===== config.mk =====
export PLATFORM = sky130hd
export DESIGN_NAME = ld_align_unit_flat
export DESIGN_NICKNAME = d
export VERILOG_FILES = /design/src/rtl/ld_align_unit_if.sv /design/src/rtl/ld_align_unit.sv /design/src/flat_wrapper.sv
export SDC_FILE = /design/constraint.sdc
export NUM_CORES = 1
export LEC_CHECK = 0
export CAP_MARGIN = 20
export CORE_MARGIN = 3
export CORE_UTILIZATION = 53
export CTS_BUF_LIST = sky130_fd_sc_hd__clkbuf_4 sky130_fd_sc_hd__clkbuf_8
export DETAILED_ROUTE_END_ITERATION = 7
export PLACE_DENSITY = 0.81
export SLEW_MARGIN = 5
export SYNTH_ARGS = -nofsm -noshare
export SYNTH_HDL_FRONTEND = slang
export SYNTH_SLANG_ARGS = --single-unit

===== constraint.sdc =====
create_clock -name clk -period 4.2 [get_ports clk]
set_input_delay 1.26 -clock clk [delete_from_list [all_inputs] [get_ports clk]]
set_output_delay 1.26 -clock clk [all_outputs]
set_load 0.01 [all_outputs]

===== src/rtl/ld_align_unit_if.sv =====
// Load-align unit bus bundle: request, memory-read and response channels.
// The "slave" view belongs to the load unit, the "master" view to whatever
// drives it (LSU request side, data memory and result consumer).
interface ld_align_unit_if #(
    parameter int DATA_WIDTH = 32,
    parameter int ADDR_WIDTH = 32
) ();
    // Request channel
    logic                  req_valid;
    logic                  req_ready;
    logic [ADDR_WIDTH-1:0] req_addr;
    logic [2:0]            req_funct3;
    // Memory read channel
    logic                  mem_req_valid;
    logic                  mem_req_ready;
    logic [ADDR_WIDTH-1:0] mem_addr;
    logic                  mem_rvalid;
    logic [DATA_WIDTH-1:0] mem_rdata;
    // Response channel
    logic                  resp_valid;
    logic                  resp_ready;
    logic [DATA_WIDTH-1:0] resp_data;
    logic                  resp_err;

    modport slave (
        input  req_valid, req_addr, req_funct3,
        output req_ready,
        output mem_req_valid, mem_addr,
        input  mem_req_ready, mem_rvalid, mem_rdata,
        output resp_valid, resp_data, resp_err,
        input  resp_ready
    );

    modport master (
        output req_valid, req_addr, req_funct3,
        input  req_ready,
        input  mem_req_valid, mem_addr,
        output mem_req_ready, mem_rvalid, mem_rdata,
        input  resp_valid, resp_data, resp_err,
        output resp_ready
    );
endinterface


===== src/rtl/ld_align_unit.sv =====
// Sequential load unit: takes one (address, funct3) load at a time, issues one
// or two word-aligned reads, merges the bytes in ascending address order,
// packs them big-endian (lowest address = most significant byte), extends to
// DATA_WIDTH and returns the result over a valid/ready response port.
module ld_align_unit #(
    parameter int DATA_WIDTH    = 32,
    parameter int ADDR_WIDTH    = 32,
    parameter bit MISALIGNED_EN = 1'b1
) (
    input  logic            clk,
    input  logic            rst_n,
    ld_align_unit_if.slave  bus
);

    localparam int BYTES = DATA_WIDTH / 8;
    localparam int OFFW  = $clog2(BYTES);

    typedef enum logic [2:0] {
        S_IDLE  = 3'd0,
        S_REQ0  = 3'd1,
        S_WAIT0 = 3'd2,
        S_REQ1  = 3'd3,
        S_WAIT1 = 3'd4,
        S_RESP  = 3'd5
    } state_t;

    // Access size in bytes; the 2'b11 encoding covers ld (and illegal 111).
    function automatic logic [3:0] f3_size(input logic [2:0] f3);
        logic [3:0] sz;
        case (f3[1:0])
            2'b00:   sz = 4'd1;
            2'b01:   sz = 4'd2;
            2'b10:   sz = 4'd4;
            default: sz = 4'd8;
        endcase
        return sz;
    endfunction

    // lwu and ld exist only when the word is 64 bits wide.
    function automatic logic f3_legal(input logic [2:0] f3);
        logic ok;
        case (f3)
            3'b000, 3'b001, 3'b010, 3'b100, 3'b101: ok = 1'b1;
            3'b011, 3'b110:                         ok = (DATA_WIDTH == 64);
            default:                                ok = 1'b0;
        endcase
        return ok;
    endfunction

    // Unsigned variants all have funct3[2] set.
    function automatic logic f3_signed(input logic [2:0] f3);
        return ~f3[2];
    endfunction

    state_t                  r_state;
    logic [OFFW-1:0]         r_off;
    logic [2:0]              r_funct3;
    logic [DATA_WIDTH-1:0]   r_beat0;
    logic                    r_mem_req_valid;
    logic [ADDR_WIDTH-1:0]   r_mem_addr;
    logic                    r_resp_valid;
    logic [DATA_WIDTH-1:0]   r_resp_data;
    logic                    r_resp_err;

    // Incoming-request decode
    logic [OFFW-1:0]         w_in_off;
    logic [3:0]              w_in_size;
    logic                    w_in_misal;
    logic                    w_in_bad;
    logic [ADDR_WIDTH-1:0]   w_in_base;

    // Decode of the registered access
    logic [3:0]              w_size;
    logic                    w_cross;

    // Data path
    logic [2*DATA_WIDTH-1:0] w_merge;
    logic [4:0]              w_idx;
    logic [DATA_WIDTH-1:0]   w_val;
    logic                    w_neg;
    logic [DATA_WIDTH-1:0]   w_res;

    assign w_in_off  = bus.req_addr[OFFW-1:0];
    assign w_in_size = f3_size(bus.req_funct3);
    assign w_in_base = {bus.req_addr[ADDR_WIDTH-1:OFFW], {OFFW{1'b0}}};
    // Sizes are powers of two, so "off is a multiple of size" is a mask test.
    assign w_in_misal = ((5'(w_in_off) & (5'(w_in_size) - 5'd1)) != 5'd0);
    assign w_in_bad   = ~f3_legal(bus.req_funct3) | (w_in_misal & ~MISALIGNED_EN);

    assign w_size  = f3_size(r_funct3);
    assign w_cross = ((5'(r_off) + 5'(w_size)) > 5'(BYTES));

    // Two-word byte array {beat1, beat0}; a single-beat access has no beat1.
    always_comb begin
        if (r_state == S_WAIT1) begin
            w_merge = {bus.mem_rdata, r_beat0};
        end else begin
            w_merge = {{DATA_WIDTH{1'b0}}, bus.mem_rdata};
        end
    end

    // Pick bytes off..off+size-1 in address order, packing the first one highest.
    always_comb begin
        w_val = {DATA_WIDTH{1'b0}};
        w_idx = 5'd0;
        for (int i = 0; i < BYTES; i++) begin
            if (5'(i) < 5'(w_size)) begin
                w_idx = 5'(r_off) + 5'(i);
                w_val = {w_val[DATA_WIDTH-9:0], w_merge[{w_idx, 3'b000} +: 8]};
            end else begin
                w_val = w_val;
            end
        end
    end

    // Signed loads extend from bit 7 of the lowest-addressed byte.
    always_comb begin
        w_neg = f3_signed(r_funct3) & w_merge[{5'(r_off), 3'b111}];
        w_res = w_val;
        for (int j = 0; j < BYTES; j++) begin
            if (w_neg && (5'(j) >= 5'(w_size))) begin
                w_res[j*8 +: 8] = 8'hFF;
            end else begin
                w_res[j*8 +: 8] = w_val[j*8 +: 8];
            end
        end
    end

    // Control FSM with all bus-facing outputs registered.
    always_ff @(posedge clk or negedge rst_n) begin
        if (!rst_n) begin
            r_state         <= S_IDLE;
            r_off           <= {OFFW{1'b0}};
            r_funct3        <= 3'b000;
            r_beat0         <= {DATA_WIDTH{1'b0}};
            r_mem_req_valid <= 1'b0;
            r_mem_addr      <= {ADDR_WIDTH{1'b0}};
            r_resp_valid    <= 1'b0;
            r_resp_data     <= {DATA_WIDTH{1'b0}};
            r_resp_err      <= 1'b0;
        end else begin
            case (r_state)
                S_IDLE: begin
                    if (bus.req_valid) begin
                        r_off    <= w_in_off;
                        r_funct3 <= bus.req_funct3;
                        if (w_in_bad) begin
                            // Errors answer straight away without touching memory.
                            r_state      <= S_RESP;
                            r_resp_valid <= 1'b1;
                            r_resp_data  <= {DATA_WIDTH{1'b0}};
                            r_resp_err   <= 1'b1;
                        end else begin
                            r_state         <= S_REQ0;
                            r_mem_req_valid <= 1'b1;
                            r_mem_addr      <= w_in_base;
                        end
                    end else begin
                        r_state <= S_IDLE;
                    end
                end
                S_REQ0: begin
                    if (bus.mem_req_ready) begin
                        r_mem_req_valid <= 1'b0;
                        r_state         <= S_WAIT0;
                    end else begin
                        r_state <= S_REQ0;
                    end
                end
                S_WAIT0: begin
                    if (bus.mem_rvalid) begin
                        r_beat0 <= bus.mem_rdata;
                        if (w_cross) begin
                            r_state         <= S_REQ1;
                            r_mem_req_valid <= 1'b1;
                            r_mem_addr      <= r_mem_addr + ADDR_WIDTH'(BYTES);
                        end else begin
                            r_state      <= S_RESP;
                            r_resp_valid <= 1'b1;
                            r_resp_data  <= w_res;
                            r_resp_err   <= 1'b0;
                        end
                    end else begin
                        r_state <= S_WAIT0;
                    end
                end
                S_REQ1: begin
                    if (bus.mem_req_ready) begin
                        r_mem_req_valid <= 1'b0;
                        r_state         <= S_WAIT1;
                    end else begin
                        r_state <= S_REQ1;
                    end
                end
                S_WAIT1: begin
                    if (bus.mem_rvalid) begin
                        r_state      <= S_RESP;
                        r_resp_valid <= 1'b1;
                        r_resp_data  <= w_res;
                        r_resp_err   <= 1'b0;
                    end else begin
                        r_state <= S_WAIT1;
                    end
                end
                S_RESP: begin
                    if (bus.resp_ready) begin
                        r_resp_valid <= 1'b0;
                        r_state      <= S_IDLE;
                    end else begin
                        r_state <= S_RESP;
                    end
                end
                default: begin
                    r_state         <= S_IDLE;
                    r_mem_req_valid <= 1'b0;
                    r_resp_valid    <= 1'b0;
                end
            endcase
        end
    end

    assign bus.req_ready     = (r_state == S_IDLE) & rst_n;
    assign bus.mem_req_valid = r_mem_req_valid;
    assign bus.mem_addr      = r_mem_addr;
    assign bus.resp_valid    = r_resp_valid;
    assign bus.resp_data     = r_resp_data;
    assign bus.resp_err      = r_resp_err;

endmodule


===== src/flat_wrapper.sv =====
// flat-port wrapper written by rule: the top's interface ports become plain ports
module ld_align_unit_flat 
#(
    parameter int DATA_WIDTH    = 32,
    parameter int ADDR_WIDTH    = 32,
    parameter bit MISALIGNED_EN = 1'b1
)
  (clk, rst_n, bus_req_valid, bus_req_addr, bus_req_funct3, bus_req_ready, bus_mem_req_valid, bus_mem_addr, bus_mem_req_ready, bus_mem_rvalid, bus_mem_rdata, bus_resp_valid, bus_resp_data, bus_resp_err, bus_resp_ready);
  ld_align_unit_if #(.DATA_WIDTH(DATA_WIDTH), .ADDR_WIDTH(ADDR_WIDTH)) bus_i ();
  input  logic clk;
  input  logic rst_n;
  input wire logic [$bits(bus_i.req_valid)-1:0] bus_req_valid;
  input wire logic [$bits(bus_i.req_addr)-1:0] bus_req_addr;
  input wire logic [$bits(bus_i.req_funct3)-1:0] bus_req_funct3;
  output wire logic [$bits(bus_i.req_ready)-1:0] bus_req_ready;
  output wire logic [$bits(bus_i.mem_req_valid)-1:0] bus_mem_req_valid;
  output wire logic [$bits(bus_i.mem_addr)-1:0] bus_mem_addr;
  input wire logic [$bits(bus_i.mem_req_ready)-1:0] bus_mem_req_ready;
  input wire logic [$bits(bus_i.mem_rvalid)-1:0] bus_mem_rvalid;
  input wire logic [$bits(bus_i.mem_rdata)-1:0] bus_mem_rdata;
  output wire logic [$bits(bus_i.resp_valid)-1:0] bus_resp_valid;
  output wire logic [$bits(bus_i.resp_data)-1:0] bus_resp_data;
  output wire logic [$bits(bus_i.resp_err)-1:0] bus_resp_err;
  input wire logic [$bits(bus_i.resp_ready)-1:0] bus_resp_ready;
  assign bus_i.req_valid = bus_req_valid;
  assign bus_i.req_addr = bus_req_addr;
  assign bus_i.req_funct3 = bus_req_funct3;
  assign bus_req_ready = bus_i.req_ready;
  assign bus_mem_req_valid = bus_i.mem_req_valid;
  assign bus_mem_addr = bus_i.mem_addr;
  assign bus_i.mem_req_ready = bus_mem_req_ready;
  assign bus_i.mem_rvalid = bus_mem_rvalid;
  assign bus_i.mem_rdata = bus_mem_rdata;
  assign bus_resp_valid = bus_i.resp_valid;
  assign bus_resp_data = bus_i.resp_data;
  assign bus_resp_err = bus_i.resp_err;
  assign bus_i.resp_ready = bus_resp_ready;
  ld_align_unit #(.DATA_WIDTH(DATA_WIDTH), .ADDR_WIDTH(ADDR_WIDTH), .MISALIGNED_EN(MISALIGNED_EN)) u_core (.clk(clk), .rst_n(rst_n), .bus(bus_i));
endmodule

==> results.yml, run 1 <==
clock_network:
  postCtsResizedCells: 0
  clk_latency_ns: 0.37
  cts_tree: "done"
  clk_path_buf_depth: 2
  cts-root-buf: "clkbuf_8"
  clock-sinks: 105
  cts.reportedPaths.clkPinSlew_ns: 0.09
  cts-hold-fix-buffers: 0
  cts_buffers: 9
  post_cts_buffers: 0
  htree_levels: 3
sta:
  hold_viol_final: 0
  worst_pin_slew_ns: 1.04
  slew-limit-headroom_pct: 30.5
  finClkSkew_ns: 0.00617
  fmax_mhz: 284
  fin_crit_ns: 3.53
  drv_slew: 0
  setup_viol: 0
  rsz0062_at_grt: "false"
  fin_tns_setup_ns: 0
  period_share_pct: 84.0
power_and_ir_drop:
  pwr-share-clk_pct: 10.8
  cellLeakagePower_nw: 3.39
  power_density_nw_per_um2: 733
  p_total_mw: 6.11
  combPwrFrac_pct: 56.9
  swShare_pct: 42.9
  switchingPower_mw: 2.63
  intPower_mw: 3.49
  vdd_ir_drop_max_mv: 0.391
  sequentialPowerShare_pct: 32.3
critical_path:
  crit_top_cell: "nand2b_1"
  worst_r2r_path_depth: 8
  cp_cell_sequence: "nand2b_1 -> fa_1 -> xnor2_1 -> a22oi_2 -> o2bb2ai_1 -> nand2b_1 -> or3_1 -> o211ai_1"
  endpoint_kind: "flip-flop"
  cp_num_buf_inv: 0
  crit_arrival_ns: 3.81
  r2r_start: "u_core.r_funct3[0]"
  critical_path_class: "reg2reg"
  required_ns: 4.48
  slowest_delay_ns: 0.84
  critical-path-top-delay-family: "simple AND/OR/NAND/NOR gates"
  r2r-end: "u_core.bus.resp_data[27]"
  critPathSlowestCell: "dfrtp_1"
  ff2ff_setup_slack_ns: 0.67
  crit_fanout: 22
  cp-start-kind: "flip-flop"
  cp-startpoint: "u_core.r_funct3[0]"
yosys:
  synth_area_per_cell_sq_um: 9.70
  synth_seq_cells: 105
  synth_edf_count: 0
  async_reset_ff_share_pct: 100
  synthCells: 685
  ys_seq_area_share_pct: 39.6
  synth-warning-count: 0
  netlist_area_sq_um: 6640
  yosys.cell_types.count: 61
  synth_top_flop_cell: "dfrtp_1"
floorplan:
  num_io_pins: 141
  core_sq_um: 12100
  die_y_um: 118
  rows: 40
  start_util_pct: 54.8
  die_w_um: 118
  die_area_sq_um: 13900
global_route:
  antenna_found_initial: 0
  grtUsageMet2_pct: 41.4
  grtUsageMet3_pct: 6.92
  grt_pass1_vias: 5918
  grt_pass1_wl_um: 30800
  overflow: 0
  top_usage_layer: "met2"
  grtUsageTotal_pct: 27.1
  grt_max_degree: 66
  use_met1_pct: 38.1
routing:
  drc_errors: 0
  wl_um: 19100
  drt_iter0_drc: 611
  post_drt_wl_per_cell_um: 19.6
  avgViaCountPerCell: 6.26
  first_pass_iters: 5
  num_vias: 6084
  drtAntennaViolNets: 0
place:
  dp.cells: 956
  dpl.hpwl_um: 13700
  gp_congestion: 0.923
  portBuffers: 138
hold_path:
  min_delay_path_depth: 1
  min_from: "u_core.bus.resp_err"
  hold_path.class: "reg2reg"
  hold_path_end: "u_core.bus.resp_err"
final_layout:
  syn_to_final_growth_pct: 25.6
  post-route-util_pct: 68.9
  final_nets: 876
  antennaDiodeCount: 0
  layoutNonFillerInstCount: 972
  drive_gt1_share_pct: 14.6
run:
  max_cap_viol_count: 0
status:
  status: "completed"
Yosys cell counts, drive strengths merged (4+ instances only):
| cell type | n | area (sq um) |
|---|---|---|
| a21oi | 62 | 310 |
| nor3 | 13 | 65.1 |
| mux4 | 20 | 450 |
| a22oi | 11 | 87.6 |
| o21ai | 49 | 245 |
| and3 | 12 | 75.1 |
| nand2b | 10 | 62.6 |
| mux2i | 38 | 397 |
| inv | 10 | 37.5 |
| o22ai | 13 | 87.6 |
| nand4 | 4 | 25.0 |
| clkbuf | 35 | 131 |
| nand2 | 70 | 263 |
| nor2 | 39 | 146 |
| buf | 17 | 115 |
| mux2 | 42 | 473 |
| a21o | 7 | 52.6 |
| nand3 | 30 | 150 |
| a2bb2oi | 5 | 43.8 |
| o22a | 9 | 78.8 |
| o221ai | 10 | 93.8 |
| dfrtp | 105 | 2630 |
| a31oi | 10 | 62.6 |
| nor2b | 6 | 37.5 |
| o211ai | 14 | 135 |
| nor4 | 5 | 31.3 |
cells in the final DEF, fill, tap and decap left out, types with 13 or more instances in the layout:
cell             synthesis  layout
mux2i_1                 36      36
o21ai_0                 46      46
clkdlybuf4s50_1          0     137
dfrtp_1                105     104
mux4_2                  20      20
mux2_2                  42      42
nand2_1                 70      70
nor2_1                  39      37
nor3_1                  13      13
nand3_1                 30      30
a21oi_1                 62      62
buf_4                    3      16
cells by family after synthesis:
kind of cell	after synthesis	synth area share, %
compound gates	211	20.8
buf+inv	62	4.28
other cells	1	0.0565
flops	105	39.6
xor+xnor	1	0.132
simple gates	201	14.5
mux	100	19.9
fa+ha+maj	4	0.867
worst max-delay path by stage:
stage                     cells after the start  slack, ns                        to
final                                         8       0.67  u_core.bus.resp_data[27]
after global routing                          8       0.47  u_core.bus.resp_data[27]
after CTS                                     8       0.71  u_core.bus.resp_data[27]
after detailed placement                      8       0.66  u_core.bus.resp_data[12]
after global placement                        8       0.71  u_core.bus.resp_data[12]
after floorplan                              12       0.85   u_core.bus.mem_addr[15]
power groups by stage:
stage	combinational, mW	clock (mW)	sequential [mW]
2_1_floorplan	2.20	0	1.93
3_3_place_gp	3.33	0	1.94
3_5_place_dp	3.45	0	1.97
4_1_cts	3.47	0.668	1.95
5_1_grt	3.78	0.709	2.03
6_report	3.48	0.659	1.97
stage by stage:
step | hold WS [ns] | setup WS (ns) | instance area, sq um
2_1_floorplan | 0.476 | 0.847 | 6650
3_3_place_gp | 0.470 | 0.711 | 8130
3_5_place_dp | 0.487 | 0.658 | 8130
4_1_cts | 0.508 | 0.713 | 8330
5_1_grt | 0.519 | 0.466 | 8340
6_report | 0.499 | 0.673 | 8340
per-layer routing:
metal,vias up,wire (um)
met3,24,1810
li1,2788,-
met4,0,348
met5,-,0
met1,2952,8120
met2,320,8770
sequential cells by signal, summed over array words and instances (netlist names):
| signal | count |
|---|---|
| u_core.bus.mem_addr | 30 |
| u_core.bus.mem_req_valid | 1 |
| u_core.bus.resp_data | 32 |
| u_core.bus.resp_err | 1 |
| u_core.bus.resp_valid | 1 |
| u_core.r_beat0 | 32 |
| u_core.r_funct3 | 3 |
| u_core.r_off | 2 |
| u_core.r_state | 3 |
area by class of cell:
| type | count | area [sq um] |
|---|---|---|
| repair buffers | 154 | 1510 |
| well taps | 168 | 210 |
| clock inverters | 3 | 40.0 |
| clock buffers | 13 | 160 |
| flip-flops and latches | 105 | 2630 |
| fillers | 974 | 3770 |
| multi-input cells | 519 | 3750 |
| inverters | 10 | 37.5 |
Power figures use the tool's default switching activity.
==> inputs of run 2 (changes only) <==
clock period = 3.4 ns   (was 4.2 ns; I/O delays follow)
==> results.yml, run 2 (synthesized netlist as in run 1, its figures left out) <==
global_route:
  overflow: 0
  grtUsageMet3_pct: 5.43
  grt_max_degree: 61
  grtUsageTotal_pct: 27.1
  top_usage_layer: "met2"
  use_met1_pct: 39.1
  grtUsageMet2_pct: 41.2
  grt_pass1_vias: 6013
  antenna_found_initial: 0
  grt_pass1_wl_um: 30700
final_layout:
  final_cell_mix: "137 x clkdlybuf4s50_1, 104 x dfrtp_1, 70 x nand2_1, 62 x a21oi_1, 46 x o21ai_0"
  mostFrequentLayoutCell: "clkdlybuf4s50_1"
  layoutNonFillerInstCount: 984
  stdcell_area_sq_um: 8410
  final_nets: 888
  drive_gt1_share_pct: 15.7
  antennaDiodeCount: 0
  syn_to_final_growth_pct: 26.6
  post-route-util_pct: 69.5
critical_path:
  crit_arrival_ns: 3.23
  cp-start-kind: "flip-flop"
  critical-path-top-delay-family: "compound AO/OA/AOI/OAI gates"
  slowest_delay_ns: 0.48
  cp_cell_sequence: "nor2_1 -> ha_1 -> inv_1 -> fa_1 -> xnor2_1 -> a22oi_2 -> o21a_1 -> or4_1 -> buf_4 -> a21oi_1 -> a2bb2oi_1"
  cp_num_buf_inv: 2
  critical_path_class: "reg2reg"
  required_ns: 3.72
  critPathSlowestCell: "or4_1"
  endpoint_kind: "flip-flop"
  crit_fanout: 30
place:
  portBuffers: 138
  place_ws_ns: 0.199
  gp_congestion: 0.936
  dpl.hpwl_um: 13500
  dp.cells: 967
  dpl_cell_area_sq_um: 8200
clock_network:
  cts-hold-fix-buffers: 0
  htree_levels: 3
  post_cts_buffers: 0
  cts_tree: "done"
  clock-sinks: 105
  cts_buffers: 9
  cts.reportedPaths.clkPinSlew_ns: 0.11
  postCtsResizedCells: 0
  clk_path_buf_depth: 2
  clk_latency_ns: 0.40
  cts-root-buf: "clkbuf_8"
routing:
  wl_um: 18600
  drtAntennaViolNets: 0
  drt_iter0_drc: 632
  post_drt_wl_per_cell_um: 18.9
  first_pass_iters: 5
  avgViaCountPerCell: 6.27
  num_vias: 6172
  drc_errors: 0
power_and_ir_drop:
  p_total_mw: 7.57
  power_density_nw_per_um2: 899
  vdd_ir_drop_max_mv: 0.426
  cellLeakagePower_nw: 3.43
sta:
  fin_tns_setup_ns: 0
  setup_ws_ns: 0.489
  finClkSkew_ns: 0.00872
  fmax_mhz: 344
  rsz0062_at_grt: "false"
  hold_viol_final: 0
  period_share_pct: 85.6
  holdWs_ns: 0.492
  drv_slew: 0
  worst_pin_slew_ns: 0.751
  fin_crit_ns: 2.91
  setup_viol: 0
  slew-limit-headroom_pct: 49.9
floorplan:
  num_io_pins: 141
  die_area_sq_um: 13900
  core_sq_um: 12100
  die_w_um: 118
  rows: 40
  start_util_pct: 54.8
  die_y_um: 118
run:
  max_cap_viol_count: 0
status:
  status: "completed"
hold_path:
  hold_path.class: "reg2reg"
[run 2: changes by cell type in the layout (fill, tap and decap cells not counted)]
| cell | delta |
|---|---|
| clkinv_4 | +1 |
| nor4b_2 | -1 |
| nor4b_1 | +1 |
| buf_4 | +12 |
| inv_6 | +2 |
| clkinv_2 | -2 |
| clkbuf_4 | -3 |
| clkbuf_8 | -1 |
| clkinvlp_4 | +3 |
| clkbuf_2 | +1 |
| buf_12 | -1 |
[run 2: final cells by class]
class,instances,area (sq um)
Clock buffer,9,124
Timing Repair Buffer,166,1590
Clock inverter,7,78.8
Sequential cell,105,2630
Tap cell,168,210
Fill cell,940,3700
Multi-Input combinational cell,519,3750
Inverter,10,37.5
[run 2: report_power, final]
group | switching (mW) | internal [mW]
registers | 0.512 | 1.83
clock network | 0.485 | 0.347
logic | 2.26 | 2.13
total | 3.26 | 4.31
[run 2: per-layer routing]
layer  share of wire, %  vias up
met5                  0        -
met4                1.7        0
met3                8.2       28
met2                 45      316
met1                 45     3010
li1                   -     2818
[run 2: worst paths after layout]
check,cells past startpoint,slack [ns],to,from
setup / recovery,11,0.49,u_core.bus.mem_addr[12],u_core.r_funct3[0]
hold / removal,2,0.49,u_core.bus.resp_data[9],u_core.bus.resp_data[9]
setup reg to reg,11,0.49,u_core.bus.mem_addr[12],u_core.r_funct3[0]
hold reg to reg,2,0.49,u_core.bus.resp_data[9],u_core.bus.resp_data[9]
max in group asynchronous,3,1.42,u_core.r_off[0],rst_n
min in group asynchronous,2,0.82,u_core.bus.resp_data[21],rst_n
[run 2: worst min-delay path: cells and delay by family (launching register included)]
family             cells  cell delay, ns
AOI/OAI and AO/OA      1            0.06
DFF                    1            0.36
and+or+nand+nor        1            0.05
